$ cat src/rtl/bola_if.sv
`default_nettype none
// ============================================================================
// Module  : bola_if
// Brief   : Paddle-to-ball bus: paddle positions/smash speeds, serve button,
//           ball position, direction and goal flags.
// Revision: 1.0
// ============================================================================
interface bola_if;
  logic [9:0] x_barra1;
  logic [9:0] y_barra1;
  logic [9:0] vel_porradao1;
  logic [9:0] x_barra2;
  logic [9:0] y_barra2;
  logic [9:0] vel_porradao2;
  logic       saque;
  logic [9:0] x_bola;
  logic [9:0] y_bola;
  logic       dir_x;
  logic       dir_y;
  logic       em_jogo;
  logic       gol_esq;
  logic       gol_dir;

  modport master (
    output x_barra1, y_barra1, vel_porradao1,
    output x_barra2, y_barra2, vel_porradao2,
    output saque,
    input  x_bola, y_bola, dir_x, dir_y, em_jogo, gol_esq, gol_dir
  );

  modport slave (
    input  x_barra1, y_barra1, vel_porradao1,
    input  x_barra2, y_barra2, vel_porradao2,
    input  saque,
    output x_bola, y_bola, dir_x, dir_y, em_jogo, gol_esq, gol_dir
  );
endinterface
`default_nettype wire

$ cat src/rtl/bola.sv
`default_nettype none
// ============================================================================
// Module  : bola
// Brief   : Ball engine: moves the ball, bounces off walls and paddles,
//           reports goals and re-centres after a goal pause.
// Revision: 1.0
// ============================================================================
module bola #(
  parameter int X_INICIAL       = 318,
  parameter int Y_INICIAL       = 238,
  parameter int TAMANHO_BOLA    = 4,
  parameter int LARGURA_BARRA   = 20,
  parameter int ALTURA_BARRA    = 60,
  parameter int LIMITE_ESQ      = 0,
  parameter int LIMITE_DIR      = 640,
  parameter int LIMITE_CIMA     = 0,
  parameter int LIMITE_BAIXO    = 480,
  parameter int VELOCIDADE_BASE = 10,
  parameter int LIMIAR          = 2500000,
  parameter int TEMPO_GOL       = 50000000
) (
  input  logic  clk,
  input  logic  reset,
  bola_if.slave bus
);

  typedef enum logic [1:0] {
    PARADA = 2'd0,
    JOGO   = 2'd1,
    GOL    = 2'd2
  } estado_t;

  localparam logic [9:0]  c_x_ini     = 10'(X_INICIAL);
  localparam logic [9:0]  c_y_ini     = 10'(Y_INICIAL);
  localparam logic [11:0] c_tam       = 12'(TAMANHO_BOLA);
  localparam logic [11:0] c_larg      = 12'(LARGURA_BARRA);
  localparam logic [11:0] c_alt       = 12'(ALTURA_BARRA);
  localparam logic [11:0] c_lim_esq   = 12'(LIMITE_ESQ);
  localparam logic [11:0] c_lim_dir   = 12'(LIMITE_DIR);
  localparam logic [11:0] c_lim_cima  = 12'(LIMITE_CIMA);
  localparam logic [11:0] c_lim_baixo = 12'(LIMITE_BAIXO);
  localparam logic [31:0] c_vel_base  = 32'(VELOCIDADE_BASE);
  localparam logic [31:0] c_limiar    = 32'(LIMIAR);
  localparam logic [31:0] c_tempo_gol = 32'(TEMPO_GOL);

  estado_t     estado_q;
  logic [9:0]  x_bola_q;
  logic [9:0]  y_bola_q;
  logic        dir_x_q;
  logic        dir_y_q;
  logic        em_jogo_q;
  logic        gol_esq_q;
  logic        gol_dir_q;
  logic [31:0] cont_h_q;
  logic [31:0] cont_v_q;
  logic [31:0] cont_gol_q;
  logic [9:0]  bonus_q;

  logic [11:0] w_bx;
  logic [11:0] w_by;
  logic [11:0] w_bx_fim;
  logic [11:0] w_by_fim;
  logic [10:0] w_vel_h;
  logic        w_dir_y_nova;
  logic        w_gol_esq;
  logic        w_gol_dir;
  logic        w_hit1;
  logic        w_hit2;

  assign w_bx     = {2'b00, x_bola_q};
  assign w_by     = {2'b00, y_bola_q};
  assign w_bx_fim = w_bx + c_tam;
  assign w_by_fim = w_by + c_tam;
  assign w_vel_h  = 11'(VELOCIDADE_BASE) + {1'b0, bonus_q};

  // Strict overlap of the ball square with a paddle rectangle on both axes.
  function automatic logic sobrepoe(input logic [9:0] xb, input logic [9:0] yb);
    logic [11:0] px;
    logic [11:0] py;
    px = {2'b00, xb};
    py = {2'b00, yb};
    return (w_bx < px + c_larg) && (w_bx_fim > px) &&
           (w_by < py + c_alt)  && (w_by_fim > py);
  endfunction

  assign w_hit1 = sobrepoe(bus.x_barra1, bus.y_barra1) && !dir_x_q;
  assign w_hit2 = sobrepoe(bus.x_barra2, bus.y_barra2) && dir_x_q;

  assign w_gol_dir = !dir_x_q && (w_bx <= c_lim_esq);
  assign w_gol_esq = dir_x_q && (w_bx_fim >= c_lim_dir);

  assign w_dir_y_nova = (!dir_y_q && (w_by <= c_lim_cima))      ? 1'b1 :
                        (dir_y_q  && (w_by_fim >= c_lim_baixo)) ? 1'b0 :
                        dir_y_q;

  always_ff @(posedge clk or negedge reset) begin
    if (!reset) begin
      estado_q   <= PARADA;
      x_bola_q   <= c_x_ini;
      y_bola_q   <= c_y_ini;
      dir_x_q    <= 1'b1;
      dir_y_q    <= 1'b1;
      em_jogo_q  <= 1'b0;
      gol_esq_q  <= 1'b0;
      gol_dir_q  <= 1'b0;
      cont_h_q   <= '0;
      cont_v_q   <= '0;
      cont_gol_q <= '0;
      bonus_q    <= '0;
    end else begin
      gol_esq_q <= 1'b0;
      gol_dir_q <= 1'b0;
      case (estado_q)
        PARADA: begin
          x_bola_q   <= c_x_ini;
          y_bola_q   <= c_y_ini;
          cont_h_q   <= '0;
          cont_v_q   <= '0;
          cont_gol_q <= '0;
          if (!bus.saque) begin
            estado_q  <= JOGO;
            em_jogo_q <= 1'b1;
          end
        end

        JOGO: begin
          if (cont_v_q >= c_limiar) begin
            cont_v_q <= '0;
            dir_y_q  <= w_dir_y_nova;
            y_bola_q <= w_dir_y_nova ? y_bola_q + 10'd1 : y_bola_q - 10'd1;
          end else begin
            cont_v_q <= cont_v_q + c_vel_base;
          end

          // Goal beats paddle contact; the direction test blocks double reflections.
          if (cont_h_q >= c_limiar) begin
            cont_h_q <= '0;
            if (w_gol_dir || w_gol_esq) begin
              gol_dir_q <= w_gol_dir;
              gol_esq_q <= w_gol_esq;
              dir_x_q   <= w_gol_esq;
              estado_q  <= GOL;
              em_jogo_q <= 1'b0;
              bonus_q   <= '0;
            end else if (w_hit1) begin
              dir_x_q  <= 1'b1;
              bonus_q  <= bus.vel_porradao1;
              x_bola_q <= x_bola_q + 10'd1;
            end else if (w_hit2) begin
              dir_x_q  <= 1'b0;
              bonus_q  <= bus.vel_porradao2;
              x_bola_q <= x_bola_q - 10'd1;
            end else begin
              x_bola_q <= dir_x_q ? x_bola_q + 10'd1 : x_bola_q - 10'd1;
            end
          end else begin
            cont_h_q <= cont_h_q + {21'd0, w_vel_h};
          end
        end

        GOL: begin
          cont_h_q <= '0;
          cont_v_q <= '0;
          if (cont_gol_q >= c_tempo_gol) begin
            x_bola_q   <= c_x_ini;
            y_bola_q   <= c_y_ini;
            cont_gol_q <= '0;
            estado_q   <= PARADA;
          end else begin
            cont_gol_q <= cont_gol_q + 32'd1;
          end
        end

        default: begin
          estado_q  <= PARADA;
          em_jogo_q <= 1'b0;
        end
      endcase
    end
  end

  assign bus.x_bola  = x_bola_q;
  assign bus.y_bola  = y_bola_q;
  assign bus.dir_x   = dir_x_q;
  assign bus.dir_y   = dir_y_q;
  assign bus.em_jogo = em_jogo_q;
  assign bus.gol_esq = gol_esq_q;
  assign bus.gol_dir = gol_dir_q;

endmodule
`default_nettype wire

$ cat src/flat_wrapper.sv
// flat-port wrapper written by rule: the top's interface ports become plain ports
module bola_flat 
#(
  parameter int X_INICIAL       = 318,
  parameter int Y_INICIAL       = 238,
  parameter int TAMANHO_BOLA    = 4,
  parameter int LARGURA_BARRA   = 20,
  parameter int ALTURA_BARRA    = 60,
  parameter int LIMITE_ESQ      = 0,
  parameter int LIMITE_DIR      = 640,
  parameter int LIMITE_CIMA     = 0,
  parameter int LIMITE_BAIXO    = 480,
  parameter int VELOCIDADE_BASE = 10,
  parameter int LIMIAR          = 2500000,
  parameter int TEMPO_GOL       = 50000000
)
  (clk, reset, bus_x_barra1, bus_y_barra1, bus_vel_porradao1, bus_x_barra2, bus_y_barra2, bus_vel_porradao2, bus_saque, bus_x_bola, bus_y_bola, bus_dir_x, bus_dir_y, bus_em_jogo, bus_gol_esq, bus_gol_dir);
  bola_if bus_i ();
  input  logic clk;
  input  logic reset;
  input wire logic [$bits(bus_i.x_barra1)-1:0] bus_x_barra1;
  input wire logic [$bits(bus_i.y_barra1)-1:0] bus_y_barra1;
  input wire logic [$bits(bus_i.vel_porradao1)-1:0] bus_vel_porradao1;
  input wire logic [$bits(bus_i.x_barra2)-1:0] bus_x_barra2;
  input wire logic [$bits(bus_i.y_barra2)-1:0] bus_y_barra2;
  input wire logic [$bits(bus_i.vel_porradao2)-1:0] bus_vel_porradao2;
  input wire logic [$bits(bus_i.saque)-1:0] bus_saque;
  output wire logic [$bits(bus_i.x_bola)-1:0] bus_x_bola;
  output wire logic [$bits(bus_i.y_bola)-1:0] bus_y_bola;
  output wire logic [$bits(bus_i.dir_x)-1:0] bus_dir_x;
  output wire logic [$bits(bus_i.dir_y)-1:0] bus_dir_y;
  output wire logic [$bits(bus_i.em_jogo)-1:0] bus_em_jogo;
  output wire logic [$bits(bus_i.gol_esq)-1:0] bus_gol_esq;
  output wire logic [$bits(bus_i.gol_dir)-1:0] bus_gol_dir;
  assign bus_i.x_barra1 = bus_x_barra1;
  assign bus_i.y_barra1 = bus_y_barra1;
  assign bus_i.vel_porradao1 = bus_vel_porradao1;
  assign bus_i.x_barra2 = bus_x_barra2;
  assign bus_i.y_barra2 = bus_y_barra2;
  assign bus_i.vel_porradao2 = bus_vel_porradao2;
  assign bus_i.saque = bus_saque;
  assign bus_x_bola = bus_i.x_bola;
  assign bus_y_bola = bus_i.y_bola;
  assign bus_dir_x = bus_i.dir_x;
  assign bus_dir_y = bus_i.dir_y;
  assign bus_em_jogo = bus_i.em_jogo;
  assign bus_gol_esq = bus_i.gol_esq;
  assign bus_gol_dir = bus_i.gol_dir;
  bola #(.X_INICIAL(X_INICIAL), .Y_INICIAL(Y_INICIAL), .TAMANHO_BOLA(TAMANHO_BOLA), .LARGURA_BARRA(LARGURA_BARRA), .ALTURA_BARRA(ALTURA_BARRA), .LIMITE_ESQ(LIMITE_ESQ), .LIMITE_DIR(LIMITE_DIR), .LIMITE_CIMA(LIMITE_CIMA), .LIMITE_BAIXO(LIMITE_BAIXO), .VELOCIDADE_BASE(VELOCIDADE_BASE), .LIMIAR(LIMIAR), .TEMPO_GOL(TEMPO_GOL)) u_core (.clk(clk), .reset(reset), .bus(bus_i));
endmodule
$ cat config.mk
export PLATFORM = sky130hd
export DESIGN_NAME = bola_flat
export DESIGN_NICKNAME = d
export VERILOG_FILES = /design/src/rtl/bola_if.sv /design/src/rtl/bola.sv /design/src/flat_wrapper.sv
export SDC_FILE = /design/constraint.sdc
export NUM_CORES = 1
export LEC_CHECK = 0
export ABC_AREA = 1
export BUFFER_PORTS_ARGS = -buffer_cell sky130_fd_sc_hd__clkbuf_2
export CAP_MARGIN = 20
export CORE_MARGIN = 2
export CORE_UTILIZATION = 48
export CTS_CLUSTER_SIZE = 10
export DETAILED_ROUTE_END_ITERATION = 10
export PLACE_DENSITY = 0.66
export SYNTH_ARGS = -nofsm -noshare
export SYNTH_HDL_FRONTEND = slang
export SYNTH_SLANG_ARGS = --single-unit
$ cat constraint.sdc
create_clock -name clk -period 9.15 [get_ports clk]
set_input_delay 0.4575 -clock clk [delete_from_list [all_inputs] [get_ports clk]]
set_output_delay 0.4575 -clock clk [all_outputs]
set_load 0.005 [all_outputs]
# Word level (Yosys, flattened, before mapping)
# Index checks and enable logic that the tools add are counted.
# op_classes
add_sub_neg	14
magnitude_cmp	15
eq_ne	8
muxes	40
bitwise_logic	1
reduce_logical	27
# ops
operator	count
$pmux 32 s2	3
$mux 10	12
$mux 32	3
$ge 32x22->1 const B	2
$pmux 10 s3	2
$gt 12x10->1	4
$lt 10x12->1	4
$add 32x1->32 const B	1
$add 32x11->32	1
$add 32x4->32 const B	1
$ge 32x26->1 const B	1
$add 10x3->11 const B	2
$add 10x5->11 const B	2
$add 10x6->11 const B	2
$add 10x1->10 const B	2
$le 10x1->1 const B	2
$sub 10x1->10 const B	2
$mux 1	14
$ge 12x10->1 const B	1
$ge 12x9->1 const B	1
$logic_and 1x1->1	12
$reduce_and 4->1	3
$add 4x10->11 const A	1
$mux 2	4
15 further kinds	23
# totals
reg_bits	133
input_bits	63
out_inout_bits	25
word_cells	117

# Logic depth before layout (Yosys ltp)
# depth
depth_word	11
depth_mapped	23
ltp_nobuf	22

# Worst setup path after synthesis
# No wires, ideal clock.
# synth_timing
kind	register to register
startpoint	register u_core.y_bola_q[2] (netlist: u_core.bus.y_bola[2])
endpoint	register u_core.y_bola_q[6] (netlist: u_core.bus.y_bola[6])
setup_time_ps	82
arrival_ps	2865
t_required_ps	9068
path_slack_ps	6203
stages_incl_launch_ff	18
path_buffers	0
period_less_slack_ps	2947
path_cell_list	dfstp_2 > ha_1 > nand3_1 > nor2_1 > xor2_1 > nand4_1 > nand2_1 > nand2_1 > inv_1 > ha_1 > inv_1 > o21bai_1 > a31oi_1 > nor2_1 > o21ai_0 > nand2_1 > xnor2_1 > a22oi_1
# synth_via
elab_chain_cells	8
elab_cells_between_ends	12
classes_between	add/sub: 3; order compare: 2; mux: 5; reduce/logical: 2
# synth_rtl
item	line_no	text
start, declared	bola.sv:48	logic [9:0] y_bola_q;
start signal, assigned	bola.sv:100	y_bola_q <= c_y_ini;
start signal, assigned	bola.sv:116	y_bola_q <= c_y_ini;
start signal, assigned	bola.sv:130	y_bola_q <= w_dir_y_nova ? y_bola_q + 10'd1 : y_bola_q - 10'd1;
$add 10x3->11	bola.sv:73	assign w_by_fim = w_by + c_tam;
$ge 12x9->1	bola.sv:93	(dir_y_q && (w_by_fim >= c_lim_baixo)) ? 1'b0 :
$logic_and 1x1->1	bola.sv:93	
$mux 1	bola.sv:93	
$mux 1	bola.sv:92	assign w_dir_y_nova = (!dir_y_q && (w_by <= c_lim_cima)) ? 1'b1 :
$mux 10 (*)	bola.sv:130	
$mux 10 (*)	bola.sv:127	if (cont_v_q >= c_limiar) begin
$pmux 10 s3 (*)	bola.sv:113	case (estado_q)
# Mark *: on every way between the ends. The rest lies on a longest branch, timed or not. The select of a mux whose other input is x is not followed.
# A chain may end at the register's enable or synchronous reset.

# Worst setup path in the final report
# layout_timing
startpoint	register u_core.x_bola_q[2] (netlist: u_core.bus.x_bola[2])
endpoint	register u_core.bonus_q[7]
# layout_via
elab_chain_cells	8
elab_cells_between_ends	22
classes_between	add/sub: 1; order compare: 6; mux: 2; reduce/logical: 13
# layout_rtl
item	line_no	text
start, declared	bola.sv:47	logic [9:0] x_bola_q;
start signal, assigned	bola.sv:99	x_bola_q <= c_x_ini;
start signal, assigned	bola.sv:115	x_bola_q <= c_x_ini;
start signal, assigned	bola.sv:148	x_bola_q <= x_bola_q + 10'd1;
$add 10x3->11	bola.sv:72	assign w_bx_fim = w_bx + c_tam;
$gt 12x10->1	bola.sv:82	return (w_bx < px + c_larg) && (w_bx_fim > px) &&
$logic_and 1x1->1 (2 in series)	bola.sv:82	
$logic_and 1x1->1	bola.sv:83	(w_by < py + c_alt) && (w_by_fim > py);
$logic_and 1x1->1 (on tied branches)	bola.sv:87, bola.sv:86	
$reduce_bool 3->1 (no line) or $mux 10 (tied branches)	n/a	
$reduce_and 3->1 (no line) or $mux 10 (tied branches)	n/a	
end signal, assigned	bola.sv:147	bonus_q <= bus.vel_porradao1;
end signal, assigned	bola.sv:151	bonus_q <= bus.vel_porradao2;
end, declared	bola.sv:57	logic [9:0] bonus_q;
# Several ways; a longest one is shown, not always the timed one.

==> metrics <==
worst-path maximum fanout 25; met2 Track Usage GR 0.372; nets 1732; leakage power 6.20 nW; post-synth cell types 53; Initial DRC Count 505; clock skew 8.62 ps; Critical Path RT 9510 ps; Worst setup EP type flip-flop; Vias/cell 5.21; Skew-Pair Late Insertion Delay 420 ps; Clock Sinks 132; post-layout instance count excluding filler cells 1846; Crit path arrival time 4060 ps; Detailed Place HPWL 19.4 mm; Worst VDD drop 0.121 mV; Worst path max stage delay 640 ps; Max-Cap Viols 0; share of the synthesized area in the top cell type 0.278; CTS max path bufs 2; Routed WL 25.5 mm; GR Util met1 0.302; layout cells sized above 1 0.103; CP top delay family simple AND/OR/NAND/NOR gates; Bufs and invs on worst path 1; first-pass GRT wire length 43.8 mm; first drt pass iteration count 5; gpl congestion 0.875; Inst Count DP 1812; all-layer global routing usage 0.224; synthesized area 0.0106 sq mm; Die Area 0.0233 sq mm; Hold Path Cell Cnt 4; switching power 0.331 mW; ys async rst share 1.00; part of the power in registers 0.428; Final Cycle Share 0.405; Primary FF master, synth dfrtp_1; grt ovf 0; hold crit path type in2reg; DRC 0; TNS Setup 0 ps; met3 usage 0.0427; top post-synthesis cells by area dfrtp_1 28%, ha_1 13%, nand2_1 12%, inv_1 7.9%, xor2_1 5.5%; RSZ-0062 raised after global routing no; Setup CP Type reg2reg; Clock Pin Slew Worst Setup and Hold Paths 60 ps; R2R Setup Slk 5450 ps; Reg-to-Reg Start u_core.bus.x_bola[2]$_DFFE_PN1P_; Final setup viols 0; clock power share 0.497; area delta synth->final 12.3%; switching share of power 0.242; hold_sp bus_saque; post-route cell area 0.0119 sq mm; Max Clock Freq 270 MHz; H-tree depth 4; DR vias 9614; Ys Warns 0; drt wl/cell 13.8 um; Worst Max-Slew Pin Slew 914 ps; CORE AREA 0.0218 sq mm; crit path launch type flip-flop; setup bufs post-CTS 0; Synth Register Bits 132; syn_area_per_cell 7.21 sq um; I/O pins 88; fin crit period 3700 ps; CTS tree yes; syn nets 1650; Power Dens Cells 115 mW/mm^2; fin. max-slew vios 0; cells after synthesis 1471; Placed Area 0.0113 sq mm; sequential area share after synthesis 0.313; vias in the first global route 9206; Cell Chain, Critical Path ha_1 -> nand2_2 -> nor2_4 -> xor2_1 -> ha_1 -> nand2_1 -> nor2_1 -> nand2_1 -> nand2_1 -> nand3_1 -> nand2_1 -> nand3_2 -> nand3_2 -> nand2_2 -> inv_2 -> nand2_1 -> nand2_1; Worst Hold End u_core.estado_q[0]$_DFFE_PN0P_; Die Y 153 um; cell internal pwr 1.04 mW; EDFF count, synth 0; GR peak layer met2; Post-DRT Antenna Nets 0; combinational share of power 0.075; CP max stage cell dfstp_2; total CTS buffers 17; Ant. Diodes 0; Starting Density 0.488; Critical R2R Capture u_core.bonus_q[7]$_DFFE_PN0P_; Yosys top cell by area dfrtp_1; most common cell in the netlist nand2_1; Die W 153 um; status finished, final reports clean; Util after Layout 0.548; clock root cell clkbuf_16; synth cell count leaders 349 x nand2_1, 222 x inv_1, 137 x nor2_1, 118 x dfrtp_1, 114 x ha_1; worst rel slew slack 0.389; antenna violations before repair 0; standard-cell rows 54; largest net degree at the start of global routing 80; port bufs 87; final hold vios 0; cell mode on critical path nand2_1; R2R depth 17
[worst min-delay path, stage by stage]
cell      delay, ps
clkbuf_2         90
inv_1            30
nand2_1          60
nand2_1          50
[metrics by stage]
step                      setup slack [ps]  power, mW  hold slack [ps]
after CTS                             5480       1.38              315
after global placement                5660      0.694              438
after global routing                  5080       1.42              370
after detailed placement              5510      0.696              440
after floorplan                       6200      0.652              162
final                                 5450       1.37              321
[flip-flops by register name (all words and copies together), names as in the netlist]
name,flops
u_core.bonus_q,10
u_core.bus.dir_x,1
u_core.bus.dir_y,1
u_core.bus.em_jogo,1
u_core.bus.gol_dir,1
u_core.bus.gol_esq,1
u_core.bus.x_bola,10
u_core.bus.y_bola,10
u_core.cont_gol_q,32
u_core.cont_h_q,32
u_core.cont_v_q,31
u_core.estado_q,2
[cells by family after synthesis]
| family | synth area share |
|---|---|
| adder cells (fa/ha/maj) | 0.138 |
| AO/OA/AOI/OAI | 0.114 |
| AND/OR/NAND/NOR | 0.275 |
| buffers and inverters | 0.0918 |
| XOR/XNOR | 0.0677 |
| flip-flops | 0.313 |
[power by group through the flow]
stage | logic (mW) | clock network (mW) | registers [mW]
5_1_grt | 0.120 | 0.716 | 0.584
2_1_floorplan | 0.0576 | 0 | 0.595
3_3_place_gp | 0.0999 | 0 | 0.594
3_5_place_dp | 0.102 | 0 | 0.594
4_1_cts | 0.103 | 0.693 | 0.584
6_report | 0.103 | 0.679 | 0.584
[area by class of cell]
cell class	instances	area, sq um
clock buffer	18	439
clock inverter	14	153
fill	2123	9840
inverter	225	845
multi-input combinational	1086	6310
sequential	132	3320
tap	280	350
timing repair buffer	91	494
[layer usage]
metal  share of wire  vias up
li1                -     4969
met5               0        -
met1            0.48     4457
met3           0.043       25
met2            0.46      163
met4           0.013        0
[placed cells by master, fill, tap and decap left out, types with 4 or more instances in the layout]
cell type / instances
a21o_1: 7
a21oi_1: 66
a22oi_1: 4
a31oi_1: 6
clkbuf_16: 17
clkbuf_2: 86
clkinvlp_4: 4
dfrtp_1: 118
dfstp_2: 14
ha_1: 114
inv_1: 222
nand2_1: 349
nand2_2: 4
nand3_1: 100
nand3b_1: 6
nand4_1: 32
nor2_1: 137
nor3_1: 18
nor4_1: 8
o21ai_0: 76
o22ai_1: 30
xnor2_1: 15
xor2_1: 67
[what timing repair did]
| action | in CTS | in global routing |
|---|---|---|
| endpoints found under the hold margin | 10 | 0 |
| hold buffers | 1 | 0 |
| gates resized for setup | 0 | 0 |
[worst max path at each step]
| stage | startpoint | endpoint | slack [ps] | depth (start not counted) |
|---|---|---|---|---|
| final | u_core.bus.x_bola[2]$_DFFE_PN1P_ | u_core.bonus_q[7]$_DFFE_PN0P_ | 5450 | 17 |
| after global routing | u_core.bus.x_bola[2]$_DFFE_PN1P_ | u_core.bonus_q[7]$_DFFE_PN0P_ | 5080 | 17 |
| after CTS | u_core.bus.x_bola[2]$_DFFE_PN1P_ | u_core.bonus_q[0]$_DFFE_PN0P_ | 5480 | 17 |
| after detailed placement | u_core.bus.x_bola[2]$_DFFE_PN1P_ | u_core.bonus_q[1]$_DFFE_PN0P_ | 5510 | 17 |
| after global placement | bus_x_barra1[2] | u_core.bonus_q[6]$_DFFE_PN0P_ | 5660 | 17 |
| after floorplan | u_core.bus.y_bola[2]$_DFFE_PN1P_ | u_core.bus.y_bola[6]$_DFFE_PN1P_ | 6200 | 17 |
Note: power is estimated with default switching activity, not from simulation.
